--- src/rtl/rtype_sequencer_pkg.sv ---
// Shared definitions for the R-type sequencer: opcode/funct codes,
// FSM state encoding and the latched instruction fields.
package rtype_sequencer_pkg;

    localparam logic [5:0] OP_RTYPE   = 6'h00;

    localparam logic [5:0] FUNCT_ADD  = 6'h20;
    localparam logic [5:0] FUNCT_ADDU = 6'h21;
    localparam logic [5:0] FUNCT_SUB  = 6'h22;
    localparam logic [5:0] FUNCT_SUBU = 6'h23;
    localparam logic [5:0] FUNCT_AND  = 6'h24;
    localparam logic [5:0] FUNCT_OR   = 6'h25;
    localparam logic [5:0] FUNCT_NOR  = 6'h27;
    localparam logic [5:0] FUNCT_SLT  = 6'h2A;
    localparam logic [5:0] FUNCT_SLTU = 6'h2B;

    localparam logic [2:0] ST_IDLE  = 3'd0;
    localparam logic [2:0] ST_READ  = 3'd1;
    localparam logic [2:0] ST_EXEC  = 3'd2;
    localparam logic [2:0] ST_WRITE = 3'd3;
    localparam logic [2:0] ST_HOLD  = 3'd4;

    // Instruction fields the sequencer actually uses (shamt is dropped).
    typedef struct packed {
        logic [5:0] op;
        logic [4:0] rs;
        logic [4:0] rt;
        logic [4:0] rd;
        logic [5:0] funct;
    } rinstr_t;

    function automatic rinstr_t unpack_instr(input logic [31:0] word);
        rinstr_t f;
        f.op    = word[31:26];
        f.rs    = word[25:21];
        f.rt    = word[20:16];
        f.rd    = word[15:11];
        f.funct = word[5:0];
        return f;
    endfunction

endpackage

--- src/rtl/rtype_sequencer_if.sv ---
// Instruction handshake plus register-file read/write bus of the sequencer.
// master = instruction source / register file side, slave = sequencer.
interface rtype_sequencer_if #(parameter int DATA_W = 32);
    logic [31:0]       Instr;
    logic              InstrValid;
    logic              InstrReady;
    logic [4:0]        RA1;
    logic [4:0]        RA2;
    logic [DATA_W-1:0] DR1;
    logic [DATA_W-1:0] DR2;
    logic [4:0]        AW;
    logic [DATA_W-1:0] Di;
    logic              RegWrite;
    logic              Done;
    logic              Error;

    modport master (
        output Instr, InstrValid, DR1, DR2,
        input  InstrReady, RA1, RA2, AW, Di, RegWrite, Done, Error
    );

    modport slave (
        input  Instr, InstrValid, DR1, DR2,
        output InstrReady, RA1, RA2, AW, Di, RegWrite, Done, Error
    );
endinterface

--- src/rtl/rtype_sequencer_alu_r.sv ---
// Combinational R-type ALU. Valid flags a supported funct code.
module alu_r
    import rtype_sequencer_pkg::*;
#(
    parameter int DATA_W = 32
) (
    input  logic [DATA_W-1:0] A,
    input  logic [DATA_W-1:0] B,
    input  logic [5:0]        funct,
    output logic [DATA_W-1:0] Result,
    output logic              Valid
);

    logic signed [DATA_W-1:0] a_s;
    logic signed [DATA_W-1:0] b_s;

    assign a_s = A;
    assign b_s = B;

    // Select the operation; add/sub simply wrap, no overflow detection.
    always_comb begin
        Result = '0;
        Valid  = 1'b1;
        case (funct)
            FUNCT_ADD, FUNCT_ADDU: Result = A + B;
            FUNCT_SUB, FUNCT_SUBU: Result = A - B;
            FUNCT_AND:             Result = A & B;
            FUNCT_OR:              Result = A | B;
            FUNCT_NOR:             Result = ~(A | B);
            FUNCT_SLT:             Result = {{(DATA_W-1){1'b0}}, (a_s < b_s)};
            FUNCT_SLTU:            Result = {{(DATA_W-1){1'b0}}, (A < B)};
            default:               Valid  = 1'b0;
        endcase
    end

endmodule

--- src/rtl/rtype_sequencer.sv ---
// Five-state R-type sequencer: IDLE -> READ -> EXEC -> WRITE -> HOLD.
// The register-file addresses are presented from the accept edge so read
// data is available throughout READ; the result, AW and Di are registered
// on leaving READ so they are already stable during EXEC, i.e. one cycle
// before RegWrite rises. Rejected instructions and writes to $0 still walk
// through WRITE (with RegWrite suppressed) so Done timing is uniform.
module rtype_sequencer
    import rtype_sequencer_pkg::*;
#(
    parameter int DATA_W = 32
) (
    input logic               clk,
    input logic               rst,
    rtype_sequencer_if.slave  bus
);

    logic [2:0]        state;
    rinstr_t           instr_q;
    rinstr_t           instr_in;
    logic              instr_ready;
    logic [4:0]        ra1;
    logic [4:0]        ra2;
    logic [4:0]        aw;
    logic [DATA_W-1:0] alu_out;
    logic              reg_write;
    logic              done;
    logic              error;
    logic              err_pend;
    logic              wr_pend;
    logic [DATA_W-1:0] alu_res;
    logic              alu_vld;
    logic              op_ok;
    logic              unused_shamt;

    assign instr_in     = unpack_instr(bus.Instr);
    assign unused_shamt = ^bus.Instr[10:6];

    alu_r #(.DATA_W(DATA_W)) u_alu (
        .A      (bus.DR1),
        .B      (bus.DR2),
        .funct  (instr_q.funct),
        .Result (alu_res),
        .Valid  (alu_vld)
    );

    assign op_ok = (instr_q.op == OP_RTYPE) && alu_vld;

    // Sequencer state and every registered output; pulses default low.
    always_ff @(posedge clk) begin
        if (rst) begin
            state       <= ST_IDLE;
            instr_q     <= '0;
            instr_ready <= 1'b1;
            ra1         <= '0;
            ra2         <= '0;
            aw          <= '0;
            alu_out     <= '0;
            reg_write   <= 1'b0;
            done        <= 1'b0;
            error       <= 1'b0;
            err_pend    <= 1'b0;
            wr_pend     <= 1'b0;
        end else begin
            reg_write <= 1'b0;
            done      <= 1'b0;
            error     <= 1'b0;
            case (state)
                ST_IDLE: begin
                    if (bus.InstrValid && instr_ready) begin
                        instr_q     <= instr_in;
                        ra1         <= instr_in.rs;
                        ra2         <= instr_in.rt;
                        instr_ready <= 1'b0;
                        state       <= ST_READ;
                    end
                end
                ST_READ: begin
                    err_pend <= !op_ok;
                    wr_pend  <= op_ok && (instr_q.rd != 5'd0);
                    if (op_ok && (instr_q.rd != 5'd0)) begin
                        aw      <= instr_q.rd;
                        alu_out <= alu_res;
                    end
                    state <= ST_EXEC;
                end
                ST_EXEC: begin
                    reg_write <= wr_pend;
                    state     <= ST_WRITE;
                end
                ST_WRITE: begin
                    done  <= 1'b1;
                    error <= err_pend;
                    state <= ST_HOLD;
                end
                ST_HOLD: begin
                    instr_ready <= 1'b1;
                    state       <= ST_IDLE;
                end
                default: begin
                    instr_ready <= 1'b1;
                    state       <= ST_IDLE;
                end
            endcase
        end
    end

    assign bus.InstrReady = instr_ready;
    assign bus.RA1        = ra1;
    assign bus.RA2        = ra2;
    assign bus.AW         = aw;
    assign bus.Di         = alu_out;
    assign bus.RegWrite   = reg_write;
    assign bus.Done       = done;
    assign bus.Error      = error;

endmodule

--- src/flat_wrapper.sv ---
// flat-port wrapper written by rule: the top's interface ports become plain ports
module rtype_sequencer_flat import rtype_sequencer_pkg::*;
#(
    parameter int DATA_W = 32
)
  (clk, rst, bus_Instr, bus_InstrValid, bus_DR1, bus_DR2, bus_InstrReady, bus_RA1, bus_RA2, bus_AW, bus_Di, bus_RegWrite, bus_Done, bus_Error);
  rtype_sequencer_if #(.DATA_W(DATA_W)) bus_i ();
  input logic clk;
  input logic rst;
  input wire logic [$bits(bus_i.Instr)-1:0] bus_Instr;
  input wire logic [$bits(bus_i.InstrValid)-1:0] bus_InstrValid;
  input wire logic [$bits(bus_i.DR1)-1:0] bus_DR1;
  input wire logic [$bits(bus_i.DR2)-1:0] bus_DR2;
  output wire logic [$bits(bus_i.InstrReady)-1:0] bus_InstrReady;
  output wire logic [$bits(bus_i.RA1)-1:0] bus_RA1;
  output wire logic [$bits(bus_i.RA2)-1:0] bus_RA2;
  output wire logic [$bits(bus_i.AW)-1:0] bus_AW;
  output wire logic [$bits(bus_i.Di)-1:0] bus_Di;
  output wire logic [$bits(bus_i.RegWrite)-1:0] bus_RegWrite;
  output wire logic [$bits(bus_i.Done)-1:0] bus_Done;
  output wire logic [$bits(bus_i.Error)-1:0] bus_Error;
  assign bus_i.Instr = bus_Instr;
  assign bus_i.InstrValid = bus_InstrValid;
  assign bus_i.DR1 = bus_DR1;
  assign bus_i.DR2 = bus_DR2;
  assign bus_InstrReady = bus_i.InstrReady;
  assign bus_RA1 = bus_i.RA1;
  assign bus_RA2 = bus_i.RA2;
  assign bus_AW = bus_i.AW;
  assign bus_Di = bus_i.Di;
  assign bus_RegWrite = bus_i.RegWrite;
  assign bus_Done = bus_i.Done;
  assign bus_Error = bus_i.Error;
  rtype_sequencer #(.DATA_W(DATA_W)) u_core (.clk(clk), .rst(rst), .bus(bus_i));
endmodule
--- config.mk ---
export PLATFORM = sky130hd
export DESIGN_NAME = rtype_sequencer_flat
export DESIGN_NICKNAME = d
export VERILOG_FILES = /design/src/rtl/rtype_sequencer_pkg.sv /design/src/rtl/rtype_sequencer_if.sv /design/src/rtl/rtype_sequencer_alu_r.sv /design/src/rtl/rtype_sequencer.sv /design/src/flat_wrapper.sv
export SDC_FILE = /design/constraint.sdc
export NUM_CORES = 1
export LEC_CHECK = 0
export ABC_AREA = 1
export CORE_ASPECT_RATIO = 1.5
export CORE_MARGIN = 4
export CORE_UTILIZATION = 55
export CTS_CLUSTER_SIZE = 12
export DETAILED_ROUTE_END_ITERATION = 8
export PLACE_DENSITY_LB_ADDON = 0.1
export SLEW_MARGIN = 20
export SYNTH_ARGS = -nofsm -noshare
export SYNTH_HDL_FRONTEND = slang
export SYNTH_SLANG_ARGS = --single-unit
--- constraint.sdc ---
create_clock -name clk -period 2.9 [get_ports clk]
set_input_delay 0.725 -clock clk [delete_from_list [all_inputs] [get_ports clk]]
set_output_delay 0.725 -clock clk [all_outputs]
set_load 0.01 [all_outputs]
==> results.ini <==
[run_status]
status=finished clean

[pwr]
p_total_w=0.00412
p_per_area_mw_per_mm2=324
p_leak_nw=6.97
ir_drop_v=0.000473

[clock_network]
cts_max_path_buffers=2
cts_hold_buf=0
cts_sinks=73
cts_tree=done
clkTransAtPathRegs_ns=0.06
clk_latency_ns=0.34
htreeDepth=3
cts_root_buf=clkbuf_16
cts_buffers=9

[layout]
areaGrowthSynthToFinish_pct=37.8
layout-drive-gt1-share_pct=14.4
nets=2167
antenna-diode-count=0

[critical_path]
start_kind=input pin
cp-end-kind=flip-flop
cp_max_fo=6
required_ns=3.13
r2r_start=u_core.instr_q[4]
crit_start=bus_DR2[10]
path_class=input pin to flip-flop
rr_endpoint=u_core.bus.Di[6]
rr_worst_depth=10
rrSetupSlack_ns=0.36
worstPathArrival_ns=2.99

[route]
drt_iter0_markers=1270
drc=0
dr.pass1.iters=9
ant_nets=0
wl_per_cell_microns=17.3
vias_per_cell=5.50
routed_wirelength_microns=37500
vias=11900

[sta]
setup_viol=0
fin_crit_sh_pct=95.1
clock.fmax_ghz=0.363
worst_slack_ns=0.143
rsz0062_at_grt=true
min_period_ns=2.76
tns_ns=0
finClkSkew_ns=0.00748
tightest_slew_ns=0.633
slew_violations=0
finalHoldViolCount=0
maxSlewHeadroom_pct=57.8

[yosys]
synthCells=1650
syn_area_sq_mm=0.00923
synth_ff_type=dfxtp_1
synth_edf_count=0
ys_seq_area_share_pct=15.8
ys_ff_latch=73
yosys_warnings=0
ys_async_sr_fraction_pct=0
ys_types=43
syn-num-nets=1864
avgSynthCellArea_sq_um=5.60

[floorplanning]
dieWidth_microns=114
coreArea_sq_mm=0.0163
rows=57
die_height_microns=167
start_util_pct=56.5
die_area_sq_mm=0.0190
ios=150

[worst_hold_path]
hp-start=u_core.instr_q[23]
min_to=u_core.instr_q[23]
min_path_cells=2
hold_path_class=flip-flop to flip-flop

[placed_design]
io_buffers=144
dpl_worst_slack_ns=-0.397
gp_congestion=1.03
hpwl_microns=28100

[global_routing]
gr-total-overflow=0
grt.total_usage_pct=37.4
grt_pass1_wl_microns=57100
grt_pass1_vias=11500
antenna_found_initial=0
grt_max_degree=66

[flow_run]
max-cap-violations=0

[worst max-delay path, stage by stage]
cell and delay [ns]:
clkdlybuf4s50_1 0.51, inv_1 0.07, ha_2 0.40, inv_1 0.10, nand2_1 0.11, inv_1 0.07
nand2_1 0.08, inv_1 0.07, nand2_1 0.07, nand3b_1 0.17, buf_4 0.19, o21ai_0 0.14
nand3_1 0.16, nand2_1 0.09, inv_1 0.03
[repair_timing]
item	CTS	global route
pin swaps	0	8
setup buffers	0	2
setup endpoints to repair	3	22
resized for setup	1	62
[cell type report]
class	instances	area, sq um
inverter	355	1340
clock inverter	6	67.6
timing repair buffer	343	2940
multi-input combinational	1171	6430
fill	1256	3610
tap	206	258
sequential	73	1460
clock buffer	10	229
[layer usage]
metal | up-vias | share of wire [%] | GRT usage (%)
met1 | 5336 | 36 | 41.1
met4 | 0 | 6.9 | 21.9
met5 | - | 0 | 0
li1 | 5733 | - | -
met3 | 185 | 8.0 | 5.30
met2 | 647 | 49 | 67.2
[placed cells by master (no fill, tap or decap), drive strengths merged, types with 2 or more instances in the layout]
master / synthesis / layout
dfxtp: 73 / 73
clkinv: 0 / 2
clkinvlp: 0 / 2
nand3: 124 / 124
nand3b: 3 / 3
dlymetal6s2s: 0 / 3
nand2: 475 / 475
nor4: 2 / 2
o311ai: 2 / 2
clkbuf: 28 / 10
and2: 5 / 5
and3: 2 / 2
nand4: 17 / 17
o21bai: 8 / 8
o21ai: 80 / 80
buf: 23 / 199
ha: 113 / 113
clkdlybuf4s50: 0 / 141
fa: 2 / 2
nor2: 165 / 165
o22ai: 13 / 13
inv: 355 / 356
nor3: 17 / 17
a211oi: 2 / 2
o21a: 16 / 16
o211ai: 5 / 5
o221ai: 13 / 13
a21oi: 99 / 99
a31oi: 2 / 2
[logic make-up (layout without fill, tap and decap cells)]
logic type | after synthesis | after routing | share of synthesized area (%)
flip-flops | 73 | 73 | 15.8
AO/OA/AOI/OAI | 244 | 244 | 15.0
buffers and inverters | 406 | 714 | 17.1
AND/OR/NAND/NOR | 811 | 811 | 36.2
XOR/XNOR | 1 | 1 | 0.0949
adder cells (fa/ha/maj) | 115 | 115 | 15.7
[flip-flops by register name (all words and copies together) (netlist names)]
signal,flops
u_core.bus.RA2,5
u_core.instr_q,17
u_core.state,3
u_core.bus.AW,5
u_core.wr_pend,1
u_core.bus.Error,1
u_core.bus.RA1,5
u_core.err_pend,1
u_core.bus.InstrReady,1
u_core.bus.RegWrite,1
u_core.bus.Di,32
u_core.bus.Done,1
[synth_stat cells, types with 3 or more instances]
cell type	count	share of area, %
clkbuf_2	4	0.22
inv_1	349	14
nor3_1	17	0.92
o22ai_1	13	0.88
dfxtp_1	73	16
o221ai_1	13	1.2
nand2_1	474	19
inv_2	4	0.16
o21a_1	16	1.3
buf_2	17	0.92
nand3_1	121	6.6
and2_1	5	0.34
nor2_1	163	6.6
ha_1	113	15
a21oi_1	99	5.4
nand3b_1	3	0.24
o211ai_1	5	0.41
buf_4	3	0.24
clkbuf_1	24	0.98
nand4_1	17	1.2
o21bai_1	8	0.65
o21ai_1	10	0.54
o21ai_0	70	3.8
[how the worst max path moves through the flow]
stage	to	slack, ns	depth (start not counted)
after global placement	u_core.bus.Di[14]	-0.29	14
final	u_core.bus.Di[12]	0.14	15
after global routing	u_core.bus.Di[15]	-0.04	15
after detailed placement	u_core.bus.Di[14]	-0.40	14
after CTS	u_core.bus.Di[0]	0.005	16
after floorplan	u_core.bus.Di[28]	0.60	15
[where the power goes]
group	internal [W]	switching (W)	leakage (nW)	total [W]
Clock	0.000669	0.000450	0.139	0.00112
Combinational	0.000793	0.00110	6.24	0.00189
Sequential	0.00107	0.0000497	0.595	0.00112
[metrics by stage]
step	hold slack [ns]	utilization, %	std cells	area (sq um)
6_report	0.469	77.9	2164	12700
5_1_grt	0.471	77.9	2164	12700
4_1_cts	0.463	76.3	2162	12500
3_5_place_dp	0.438	74.5	2146	12200
3_3_place_gp	0.432	74.5	2146	12200
2_1_floorplan	0.422	-	1650	9230
No activity file was read; power rests on OpenSTA's default activity.
